[config.mk]
export PLATFORM = sky130hd
export DESIGN_NAME = mem_port_arbiter_flat
export DESIGN_NICKNAME = d
export VERILOG_FILES = /design/src/rtl/mem_port_arbiter_if.sv /design/src/rtl/mem_port_arbiter.sv /design/src/flat_wrapper.sv
export SDC_FILE = /design/constraint.sdc
export NUM_CORES = 1
export LEC_CHECK = 0
export CAP_MARGIN = 20
export CORE_UTILIZATION = 40
export CTS_BUF_LIST = sky130_fd_sc_hd__clkbuf_4 sky130_fd_sc_hd__clkbuf_8
export DETAILED_ROUTE_END_ITERATION = 7
export PLACE_DENSITY_LB_ADDON = 0.08
export REMOVE_ABC_BUFFERS = 1
export SKIP_LAST_GASP = 1
export SLEW_MARGIN = 20
export SYNTH_ARGS = -nofsm -noshare
export SYNTH_HDL_FRONTEND = slang
export SYNTH_SLANG_ARGS = --single-unit
export TNS_END_PERCENT = 100
[constraint.sdc]
create_clock -name clk -period 2.22 [get_ports clk]
set_input_delay 0.444 -clock clk [delete_from_list [all_inputs] [get_ports clk]]
set_output_delay 0.444 -clock clk [all_outputs]
set_load 0.005 [all_outputs]
[src/rtl/mem_port_arbiter_if.sv]
// Request/response bundle between the fetch path, the load/store path,
// the unified single-port memory and mem_port_arbiter.
interface mem_port_arbiter_if #(
  parameter int AW = 32
);
  logic          if_req;
  logic [AW-1:0] if_addr;
  logic          if_gnt;
  logic          if_rvalid;
  logic [31:0]   if_rdata;

  logic          d_req;
  logic          d_we;
  logic [AW-1:0] d_addr;
  logic [31:0]   d_wdata;
  logic          d_gnt;
  logic          d_rvalid;
  logic [31:0]   d_rdata;

  logic          mem_en;
  logic          mem_we;
  logic [AW-3:0] mem_addr;
  logic [31:0]   mem_wdata;
  logic [31:0]   mem_rdata;

  // slave: the arbiter itself
  modport slave (
    input  if_req, if_addr, d_req, d_we, d_addr, d_wdata, mem_rdata,
    output if_gnt, if_rvalid, if_rdata, d_gnt, d_rvalid, d_rdata,
           mem_en, mem_we, mem_addr, mem_wdata
  );

  // master: requesters and memory surrounding the arbiter
  modport master (
    output if_req, if_addr, d_req, d_we, d_addr, d_wdata, mem_rdata,
    input  if_gnt, if_rvalid, if_rdata, d_gnt, d_rvalid, d_rdata,
           mem_en, mem_we, mem_addr, mem_wdata
  );
endinterface

[src/rtl/mem_port_arbiter.sv]
// Serialises IF and D accesses onto one fixed-latency single-port memory.
// Define ARB_ROUND_ROBIN_EN to alternate the winner on ties (default: D wins).
module mem_port_arbiter #(
  parameter int AW      = 32,
  parameter int MEM_LAT = 2
) (
  input logic             clk,
  input logic             rst,
  mem_port_arbiter_if.slave bus
);
  typedef enum logic [1:0] {IDLE, ISSUE, WAIT} state_t;

  state_t        state_reg;
  logic [3:0]    lat_cnt_reg;
  logic          owner_d_reg;
  logic          wr_reg;
  logic          mem_en_reg;
  logic          mem_we_reg;
  logic [AW-3:0] mem_addr_reg;
  logic [31:0]   mem_wdata_reg;
  logic [31:0]   if_rdata_reg;
  logic [31:0]   d_rdata_reg;

  logic idle;
  logic pick_d;
  logic if_gnt;
  logic d_gnt;
  logic done;
  logic unused_addr_bits;

  assign unused_addr_bits = ^{bus.if_addr[1:0], bus.d_addr[1:0]};

  // Grants are also gated by reset so nothing is offered while rst is low.
  assign idle = rst & (state_reg == IDLE);

`ifdef ARB_ROUND_ROBIN_EN
  logic last_owner_d_reg;
  assign pick_d = bus.d_req & (~bus.if_req | ~last_owner_d_reg);
`else
  assign pick_d = bus.d_req;
`endif

  assign d_gnt  = idle & pick_d;
  assign if_gnt = idle & bus.if_req & ~pick_d;
  assign done   = (state_reg == WAIT) && (lat_cnt_reg == 4'd0);

  assign bus.if_gnt    = if_gnt;
  assign bus.d_gnt     = d_gnt;
  assign bus.if_rvalid = done & ~owner_d_reg;
  assign bus.d_rvalid  = done & owner_d_reg;
  assign bus.mem_en    = mem_en_reg;
  assign bus.mem_we    = mem_we_reg;
  assign bus.mem_addr  = mem_addr_reg;
  assign bus.mem_wdata = mem_wdata_reg;

  // Read data is forwarded in the rvalid cycle, then held by the owner's register.
  assign bus.if_rdata = (done & ~owner_d_reg) ? bus.mem_rdata : if_rdata_reg;
  assign bus.d_rdata  = (done & owner_d_reg & ~wr_reg) ? bus.mem_rdata : d_rdata_reg;

  always_ff @(posedge clk or negedge rst) begin
    if (!rst) begin
      state_reg     <= IDLE;
      lat_cnt_reg   <= 4'd0;
      owner_d_reg   <= 1'b0;
      wr_reg        <= 1'b0;
      mem_en_reg    <= 1'b0;
      mem_we_reg    <= 1'b0;
      mem_addr_reg  <= '0;
      mem_wdata_reg <= 32'd0;
      if_rdata_reg  <= 32'd0;
      d_rdata_reg   <= 32'd0;
`ifdef ARB_ROUND_ROBIN_EN
      last_owner_d_reg <= 1'b0;
`endif
    end else begin
      case (state_reg)
        IDLE: begin
          if (if_gnt | d_gnt) begin
            owner_d_reg   <= d_gnt;
            wr_reg        <= d_gnt & bus.d_we;
            mem_en_reg    <= 1'b1;
            mem_we_reg    <= d_gnt & bus.d_we;
            mem_addr_reg  <= d_gnt ? bus.d_addr[AW-1:2] : bus.if_addr[AW-1:2];
            mem_wdata_reg <= d_gnt ? bus.d_wdata : 32'd0;
            state_reg     <= ISSUE;
`ifdef ARB_ROUND_ROBIN_EN
            last_owner_d_reg <= d_gnt;
`endif
          end
        end
        ISSUE: begin
          mem_en_reg  <= 1'b0;
          mem_we_reg  <= 1'b0;
          lat_cnt_reg <= 4'(MEM_LAT - 1);
          state_reg   <= WAIT;
        end
        WAIT: begin
          if (lat_cnt_reg == 4'd0) begin
            state_reg <= IDLE;
            if (!owner_d_reg)
              if_rdata_reg <= bus.mem_rdata;
            else if (!wr_reg)
              d_rdata_reg <= bus.mem_rdata;
          end else begin
            lat_cnt_reg <= lat_cnt_reg - 4'd1;
          end
        end
        default: state_reg <= IDLE;
      endcase
    end
  end
endmodule
[src/flat_wrapper.sv]
// flat-port wrapper written by rule: the top's interface ports become plain ports
module mem_port_arbiter_flat 
#(
  parameter int AW      = 32,
  parameter int MEM_LAT = 2
)
  (clk, rst, bus_if_req, bus_if_addr, bus_d_req, bus_d_we, bus_d_addr, bus_d_wdata, bus_mem_rdata, bus_if_gnt, bus_if_rvalid, bus_if_rdata, bus_d_gnt, bus_d_rvalid, bus_d_rdata, bus_mem_en, bus_mem_we, bus_mem_addr, bus_mem_wdata);
  mem_port_arbiter_if #(.AW(AW)) bus_i ();
  input logic clk;
  input logic rst;
  input wire logic [$bits(bus_i.if_req)-1:0] bus_if_req;
  input wire logic [$bits(bus_i.if_addr)-1:0] bus_if_addr;
  input wire logic [$bits(bus_i.d_req)-1:0] bus_d_req;
  input wire logic [$bits(bus_i.d_we)-1:0] bus_d_we;
  input wire logic [$bits(bus_i.d_addr)-1:0] bus_d_addr;
  input wire logic [$bits(bus_i.d_wdata)-1:0] bus_d_wdata;
  input wire logic [$bits(bus_i.mem_rdata)-1:0] bus_mem_rdata;
  output wire logic [$bits(bus_i.if_gnt)-1:0] bus_if_gnt;
  output wire logic [$bits(bus_i.if_rvalid)-1:0] bus_if_rvalid;
  output wire logic [$bits(bus_i.if_rdata)-1:0] bus_if_rdata;
  output wire logic [$bits(bus_i.d_gnt)-1:0] bus_d_gnt;
  output wire logic [$bits(bus_i.d_rvalid)-1:0] bus_d_rvalid;
  output wire logic [$bits(bus_i.d_rdata)-1:0] bus_d_rdata;
  output wire logic [$bits(bus_i.mem_en)-1:0] bus_mem_en;
  output wire logic [$bits(bus_i.mem_we)-1:0] bus_mem_we;
  output wire logic [$bits(bus_i.mem_addr)-1:0] bus_mem_addr;
  output wire logic [$bits(bus_i.mem_wdata)-1:0] bus_mem_wdata;
  assign bus_i.if_req = bus_if_req;
  assign bus_i.if_addr = bus_if_addr;
  assign bus_i.d_req = bus_d_req;
  assign bus_i.d_we = bus_d_we;
  assign bus_i.d_addr = bus_d_addr;
  assign bus_i.d_wdata = bus_d_wdata;
  assign bus_i.mem_rdata = bus_mem_rdata;
  assign bus_if_gnt = bus_i.if_gnt;
  assign bus_if_rvalid = bus_i.if_rvalid;
  assign bus_if_rdata = bus_i.if_rdata;
  assign bus_d_gnt = bus_i.d_gnt;
  assign bus_d_rvalid = bus_i.d_rvalid;
  assign bus_d_rdata = bus_i.d_rdata;
  assign bus_mem_en = bus_i.mem_en;
  assign bus_mem_we = bus_i.mem_we;
  assign bus_mem_addr = bus_i.mem_addr;
  assign bus_mem_wdata = bus_i.mem_wdata;
  mem_port_arbiter #(.AW(AW), .MEM_LAT(MEM_LAT)) u_core (.clk(clk), .rst(rst), .bus(bus_i));
endmodule
After elaboration in Yosys (flattened, before gate mapping). Cells that the tools add are included. W data, S select, Z words.

Flip-flop bits (word level): 136. Input port bits: 133. Output and inout bits: 132.

Equal/unequal tests: 5. Muxes and demuxes: 13. Reduce and logical (&&, ||, !) cells: 11. $add $sub $neg: 1. Bitwise gates (word level): 12.

Operators by type and width (number): $mux W32 (3); $mux W30 (1); $and A1 B1 Y1 (8); $pmux W4 S2 (1); $reduce_and A2 Y1 (4); $ne A2 B2 Y1 const B (3); $pmux W2 S3 (1); $logic_not A4 Y1 (1); $mux W2 (2); $mux W4 (1); $pmux W1 S2 (2); $reduce_and A4 Y1 (1); $reduce_bool A2 Y1 (2); $sub A4 B1 Y4 const B (1); $not A1 Y1 (3); $reduce_and A3 Y1 (1); $eq A2 B1 Y1 const B (1); $eq A2 B2 Y1 const B (1); $logic_not A2 Y1 (1); $mux W1 (2); $logic_and A1 B1 Y1 (1); $or A1 B1 Y1 (1).

Depth between registers and ports, before layout. Gate-level depths: netlist of the first run.

Word-level depth: 7. Gate-level depth with buffers: 7. Depth with buffers taken out: 5.

Worst setup path before layout of the first run. No wires, ideal clock.

Path type: register to output. Start: register u_core.lat_cnt_reg[0]. End: output bus_if_rdata[0]. Required time: 1776 ps. Arrival: 1640 ps. Buffers on the path: 2. Cell stages (with the launch flop): 8. Setup slack: 136 ps. Cells stage by stage: dfrtp_1 -> inv_1 -> ha_1 -> nor3b_2 -> nand3b_1 -> buf_2 -> buf_2 -> mux2_2.

Longest elaborated chain between the ends: 4.

RTL lines: start, declared (RTL line mem_port_arbiter.sv:14) `logic [3:0] lat_cnt_reg;`; start signal, assigned (RTL line mem_port_arbiter.sv:94) `lat_cnt_reg <= 4'(MEM_LAT - 1);`; start signal, assigned (RTL line mem_port_arbiter.sv:105) `lat_cnt_reg <= lat_cnt_reg - 4'd1;`; $logic_not A4 Y1 (RTL line mem_port_arbiter.sv:45) `assign done = (state_reg == WAIT) && (lat_cnt_reg == 4'd0);`; $logic_and A1 B1 Y1 (RTL line mem_port_arbiter.sv:45); $and A1 B1 Y1 (RTL line mem_port_arbiter.sv:57) `assign bus.if_rdata = (done & ~owner_d_reg) ? bus.mem_rdata : if_rdata_reg;`; $mux W32 (RTL line mem_port_arbiter.sv:57); end, declared (RTL line flat_wrapper.sv:20) `output wire logic [$bits(bus_i.if_rdata)-1:0] bus_if_rdata;`.

Every way passes these cells.

Worst setup path in the final report of the first run. Same ends and word-level chain as after synthesis.

==> metrics.md, run 1 <==
| Metric | Value |
|---|---|
| Status | `finished with violations` |
| Failing checks | `setup timing` |
| Final ANT Viol Nets | `0` |
| CP Capture Type | `output pin` |
| Avg Inst Size Synth | `13.2 um2` |
| Max-Cap Viols | `0` |
| Worst min path class | `input port to async pin` |
| Yosys top cell by area | `dfrtp_1` |
| Most frequent cells in the layout | `clkdlybuf4s50_1 (191), dfrtp_1 (136), mux2_2 (116)` |
| Syn. warnings | `0` |
| Static leakage | `4.41 nW` |
| Clk_lat worst skew | `440 ps` |
| Worst-path fanout max | `6` |
| Filler Cell Count | `1173` |
| #FFs+latches synth | `136` |
| Final period util | `120%` |
| H-tree levels | `4` |
| Fin. Hold Viols | `0` |
| Number of CTS-inserted buffers | `17` |
| Critical Path AT | `2210 ps` |
| Num rows | `45` |
| Share of the yosys chip area belonging to registers | `54.6%` |
| Initial core utilization | `41.0%` |
| Pre-CTS WS | `-283 ps` |
| Root Buffer | `clkbuf_8` |
| Final hold slack | `163 ps` |
| All-Layer GR Usage | `23.6%` |
| IO Count | `265` |
| FF/Latch Area | `3400 um2` |
| Area delta synth->final | `58.6%` |
| Layout net count | `904` |
| Die width | `127 um` |
| Reg2reg end | `u_core.d_rdata_reg[11]$_DFFE_PN0P_` |
| Skew final | `14.3 ps` |
| Die ar. | `16100 um2` |
| Reg-to-reg setup timing slack | `140 ps` |
| VDD IR-drop max | `560 uV` |
| Initial antenna violation count | `0` |
| WL/cell | `18.9 um` |
| Worst-Margin Slew | `728 ps` |
| Post-route DRC | `0` |
| Crit start category | `flop` |
| Critical path type | `flop to output pin` |
| Final Util | `65.0%` |
| HPWL Detailed | `11800 um` |
| Vias post-DR | `5093` |
| Worst r2r src | `u_core.lat_cnt_reg[0]$_DFFE_PN0P_` |
| Synthesized-area fraction occupied by and/or/nand/nor cells | `4.40%` |
| Largest net degree at the start of global routing | `82` |
| Worst Path Required | `1780 ps` |
| Post-synthesis mux area share | `23.1%` |
| Initial DRC count | `184` |
| ANT cells | `0` |
| Clock transition at path regs | `80 ps` |
| Final setup fails | `65` |
| Yosys cell types | `34` |
| Final worst setup slack | `-437 ps` |
| Synth Area in XOR/XNOR | `0%` |
| Port bufs | `260` |
| Layout Cells excl Fill | `970` |
| Mapped cell area | `6230 um2` |
| Post-Synth Adder-Cell Area | `0.201%` |
| Commonest non-fill, non-tap cell in the layout | `clkdlybuf4s50_1` |
| Global-route wire length before repair | `29000 um` |
| Final min period | `2660 ps` |
| Top post-synthesis cells by area | `dfrtp_1 (55%), mux2_2 (23%), a22o_1 (4.9%)` |
| Die height | `127 um` |
| Largest family of logic cells by synthesized area | `multiplexers` |
| Longest Clk Path Bufs | `2` |
| Worst slew margin | `51.5%` |
| Gate Count Post-Synth | `472` |
| Synth Area in Compound Gates | `14.0%` |
| Post-synth top area share | `54.6%` |
| Multi-input gate area | `2700 um2` |
| Slew Viols, Final | `0` |
| Remaining Overflow, GRT | `0` |
| RSZ-0062 raised after global routing | `yes` |
| Placed insts | `917` |
| Gp weighted congestion | `0.804` |
| Share of cells above drive strength 1 | `37.5%` |
| Core area | `15200 um2` |
| CTS tree | `done` |
| Vias per cell | `5.25` |
| Vias in the first global route | `5317` |
| Clk sink count | `136` |
| Pwr Density | `1270 nW/um2` |
| Final wirelength | `18300 um` |
| R2R cell count | `9` |
| Fmax | `376 MHz` |
| Drt first pass iters | `5` |
[routing by layer]
metal / part of all wire (%) / vias to the layer above / GRT usage [%] / routed length (um)
li1: - / 2389 / - / -
met2: 50 / 160 / 39.6 / 9140
met3: 5.1 / 33 / 5.65 / 940
met5: 0 / - / 0 / 0
met1: 42 / 2511 / 29.4 / 7770
met4: 2.5 / 0 / 9.31 / 465
[power breakdown]
part / switching [mW] / leakage, nW / internal [mW]
registers: 0.740 / 1.64 / 3.69
logic: 2.04 / 2.56 / 3.82
clock network: 0.967 / 0.224 / 1.28
[logic make-up (layout without fill, tap and decap cells)]
group           after synthesis  after routing
simple gates                 54             54
flops                       136            136
buf+inv                      46            356
fa+ha+maj                     1              1
mux                         128            128
compound gates              107            107
[cell type report]
type | instances | area share, %
Clock buffer | 20 | 2.66
Clock inverter | 11 | 1.76
Inverter | 6 | 0.228
Multi-Input combinational cell | 290 | 27.3
Sequential cell | 136 | 34.4
Tap cell | 188 | 2.38
Timing Repair Buffer | 319 | 31.2
[metrics by stage]
step / power (mW) / setup TNS (ps) / cell area, um2
floorplan: 6.79 / -427210 / 6030
global placement: 10.2 / -16370 / 9210
detailed placement: 10.3 / -16340 / 9210
CTS: 12.6 / -21660 / 9870
global route: 13.3 / -29320 / 9880
finish: 12.5 / -21500 / 9880
[synthesized netlist by cell type]
library cell and count:
a21o_1 1, and3_1 1, a32o_1 1, nor3b_2 1, or3b_1 1, nand2_1 34, nor4bb_1 2, buf_6 4
clkbuf_1 17, a22oi_1 30, nand3b_1 5, a21oi_1 2, buf_1 2, nor2b_1 3, ha_1 1, mux2_2 128
a31oi_1 1, and2_1 1, o21ai_0 3, buf_2 17, o31a_1 1, nand4b_1 1, o31ai_1 1, or2_1 1
a32oi_1 29, inv_1 6, a22o_1 35, o21a_1 1, o22ai_1 1, nor2_1 2, dfrtp_1 136, nor3_1 1
or3b_2 1, a211o_1 1
[critical path: stages (launching register included)]
cell	delay, ps
dfrtp_1	390
inv_2	90
ha_4	130
nor3b_4	200
nand3b_1	120
buf_6	180
bufbuf_16	280
mux2_2	260
buf_2	130
[worst max-delay path by stage]
stage / end / cells past startpoint / start
floorplan: u_core.bus.mem_addr[29]$_DFFE_PN0P_ / 3 / u_core.state_reg[0]$_DFFE_PN0P_
global placement: bus_d_rdata[18] / 7 / u_core.lat_cnt_reg[0]$_DFFE_PN0P_
detailed placement: bus_d_rdata[18] / 7 / u_core.lat_cnt_reg[0]$_DFFE_PN0P_
CTS: bus_d_rdata[29] / 9 / u_core.lat_cnt_reg[0]$_DFFE_PN0P_
global route: bus_if_rdata[25] / 9 / u_core.lat_cnt_reg[0]$_DFFE_PN0P_
finish: bus_if_rdata[0] / 8 / u_core.lat_cnt_reg[0]$_DFFE_PN0P_
[repair_timing]
item / 4_1_cts / 5_1_grt
endpoints found under the setup margin: 68 / 67
resized for setup: 313 / 6
cloned: 8 / 0
buffers inserted: 13 / 2
hold buffers: 0 / 0
pin swaps: 4 / 3
Power figures use the tool's default switching activity.
==> inputs of run 2 (changes only) <==
CORE_ASPECT_RATIO = 1.5   (was unset)
==> run 2 against run 1 <==
  * The flow still finishes with violations (setup timing)
  * Sequential share of layout area down 0.64 points
  * Clock power down 6%
  * Die area about the same
  * Clock skew about the same
  * Sequential power about the same
  * Fmax down 1.0%
  * First-iteration DRC count up 9.8%
  * Non-clock buffer count up 15
  * Critical endpoint is now bus_if_rdata[1]
==> metrics.md, run 2 (synthesized netlist as in run 1, its figures left out) <==
| Metric | Value |
|---|---|
| Worst Path Required | `1780 ps (about the same)` |
| IO Count | `265 (unchanged)` |
| Pwr Density | `1250 nW/um2 (-1.6%)` |
| Status | `finished with violations` |
| Worst path slowest cell | `dfrtp_1` |
| Final ANT Viol Nets | `0 (unchanged)` |
| Post-route DRC | `0 (unchanged)` |
| Pre-CTS WS | `-334 ps (-50.6 ps)` |
| Skew final | `14.4 ps (+0.0730 ps)` |
| Failing checks | `setup timing` |
| HPWL Detailed | `11600 um (-0.89%)` |
| Remaining Overflow, GRT | `0 (unchanged)` |
| Final min period | `2690 ps (+27.7 ps)` |
| Share of cells above drive strength 1 | `38.8% (+1.4 points)` |
| Initial DRC count | `202 (+9.8%)` |
| Num rows | `55 (+22%)` |
| Global-route wire length before repair | `30100 um (+4.0%)` |
| Initial antenna violation count | `0 (unchanged)` |
| RSZ-0062 raised after global routing | `yes` |
| Fmax | `372 MHz (-1.0%)` |
| VDD IR-drop max | `596 uV (+6.5%)` |
| CP Cell Sequence | `inv_2, ha_4, nor3b_4, nand3b_1, buf_6, buf_6, buf_6, mux2_4, buf_6` |
| Slew Viols, Final | `0 (unchanged)` |
| CP Capture Type | `output pin` |
| CTS tree | `done` |
| Drt first pass iters | `6 (+1)` |
| Die width | `104 um (-18%)` |
| Largest net degree at the start of global routing | `129 (+57%)` |
| Die height | `155 um (+22%)` |
| Final setup fails | `65 (unchanged)` |
| Static leakage | `4.47 nW (+1.3%)` |
| Vias post-DR | `5295 (+4.0%)` |
| Worst-Margin Slew | `685 ps (-43.1 ps)` |
| Port bufs | `260 (unchanged)` |
| Initial core utilization | `41.1% (+0.17 points)` |
| Worst slew margin | `54.4% (+2.9 points)` |
| Worst-path fanout max | `5 (-1)` |
| Die ar. | `16100 um2 (about the same)` |
| Max-Cap Viols | `0 (unchanged)` |
| Clock transition at path regs | `80 ps (about the same)` |
| Fin. Hold Viols | `0 (unchanged)` |
| H-tree levels | `4 (unchanged)` |
| Vias in the first global route | `5739 (+7.9%)` |
| Area delta synth->final | `61.7%` |
| Gp weighted congestion | `0.777 (-3.3%)` |
| Final wirelength | `19400 um (+5.8%)` |
| Most frequent cells in the layout | `clkdlybuf4s50_1 (191), dfrtp_1 (136), mux2_2 (124)` |
| ANT cells | `0 (unchanged)` |
| Commonest non-fill, non-tap cell in the layout | `clkdlybuf4s50_1` |
| Root Buffer | `clkbuf_8` |
| WL/cell | `19.4 um (+2.9%)` |
| Clk_lat worst skew | `430 ps (about the same)` |
| Critical path type | `flop to output pin` |
| PnR Total Power | `12.6 mW (+0.22%)` |
| Filler Cell Count | `1172 (-0.085%)` |
| Layout net count | `919 (+1.7%)` |
| Vias per cell | `5.31 (+1.2%)` |
| Most used cell, CP | `buf_6` |
| Final period util | `121% (+1.2 points)` |
| Critical Path AT | `2240 ps (+30 ps)` |
| Number of CTS-inserted buffers | `17 (unchanged)` |
| Core area | `15100 um2 (-0.41%)` |
| Slowest Stage Delay on Critical Path | `390 ps (about the same)` |
| Clk sink count | `136 (unchanged)` |
| Multi-input gate area | `2670 um2 (-1.1%)` |
| Final worst setup slack | `-465 ps (-27.7 ps)` |
| FF/Latch Area | `3400 um2 (unchanged)` |
| Worst min path class | `input port to async pin` |
| All-Layer GR Usage | `24.2% (+0.68 points)` |
| Longest Clk Path Bufs | `2 (unchanged)` |
| Crit start category | `flop` |
==> run 2: worst paths after layout <==
check	start	to	slack (ps)	cells past startpoint
worst max-delay path	u_core.lat_cnt_reg[1]$_DFFE_PN0P_	bus_if_rdata[1]	-470	9
worst min-delay path	rst	u_core.bus.mem_addr[17]$_DFFE_PN0P_	140	2
worst max register to register	u_core.lat_cnt_reg[1]$_DFFE_PN0P_	u_core.if_rdata_reg[25]$_DFFE_PN0P_	50	11
worst min register to register	u_core.wr_reg$_DFFE_PN0P_	u_core.wr_reg$_DFFE_PN0P_	500	1
max in group asynchronous	rst	u_core.bus.mem_wdata[26]$_DFFE_PN0P_	1470	2
min in group clk	u_core.wr_reg$_DFFE_PN0P_	u_core.wr_reg$_DFFE_PN0P_	500	1
==> run 2: repair_timing <==
action,CTS,global route
hold endpoints to repair,8,0
hold buffers,1,0
setup endpoints to repair,68,81
gates resized for setup,286,33
cloned,11,1
pin swaps,3,1
setup buffers,24,3
==> run 2: cell type report <==
type	instances	area share [%]
repair buffers	334	32.9
clock inverters	14	1.60
well taps	199	2.47
flip-flops and latches	136	33.8
inverters	6	0.224
multi-input cells	290	26.5
clock buffers	18	2.46
==> run 2: per-stage QoR <==
| stage | util (%) | cells | hold slack (ps) | cell area [um2] | TNS [ps] |
|---|---|---|---|---|---|
| after floorplan | - | 432 | 148 | 6030 | -427210 |
| after global placement | 61.2 | 932 | 263 | 9270 | -16660 |
| after detailed placement | 61.2 | 932 | 267 | 9270 | -20060 |
| after CTS | 65.8 | 996 | 153 | 9970 | -28360 |
| after global routing | 66.5 | 997 | 188 | 10100 | -34540 |
| final | 66.5 | 997 | 137 | 10100 | -26130 |
==> run 2: power by group <==
part / total [mW] / internal [mW] / switching, mW
Clock: 2.10 / 1.06 / 1.05
Combinational: 6.01 / 3.91 / 2.11
Sequential: 4.45 / 3.69 / 0.758
==> run 2: worst max-delay path: cells and delay by family (launching register included) <==
family                     cells  cell delay, ps
adders and majority gates      1             140
buffers and inverters          5             590
DFF                            1             390
muxes                          1             300
and+or+nand+nor                2             380
==> run 2: routing by layer <==
metal	up-vias	GRT usage, %	wire (um)
met5	-	0	0
met4	0	10.8	473
met3	27	7.50	1240
met2	214	44.6	10600
met1	2647	25.1	7060
li1	2407	-	-
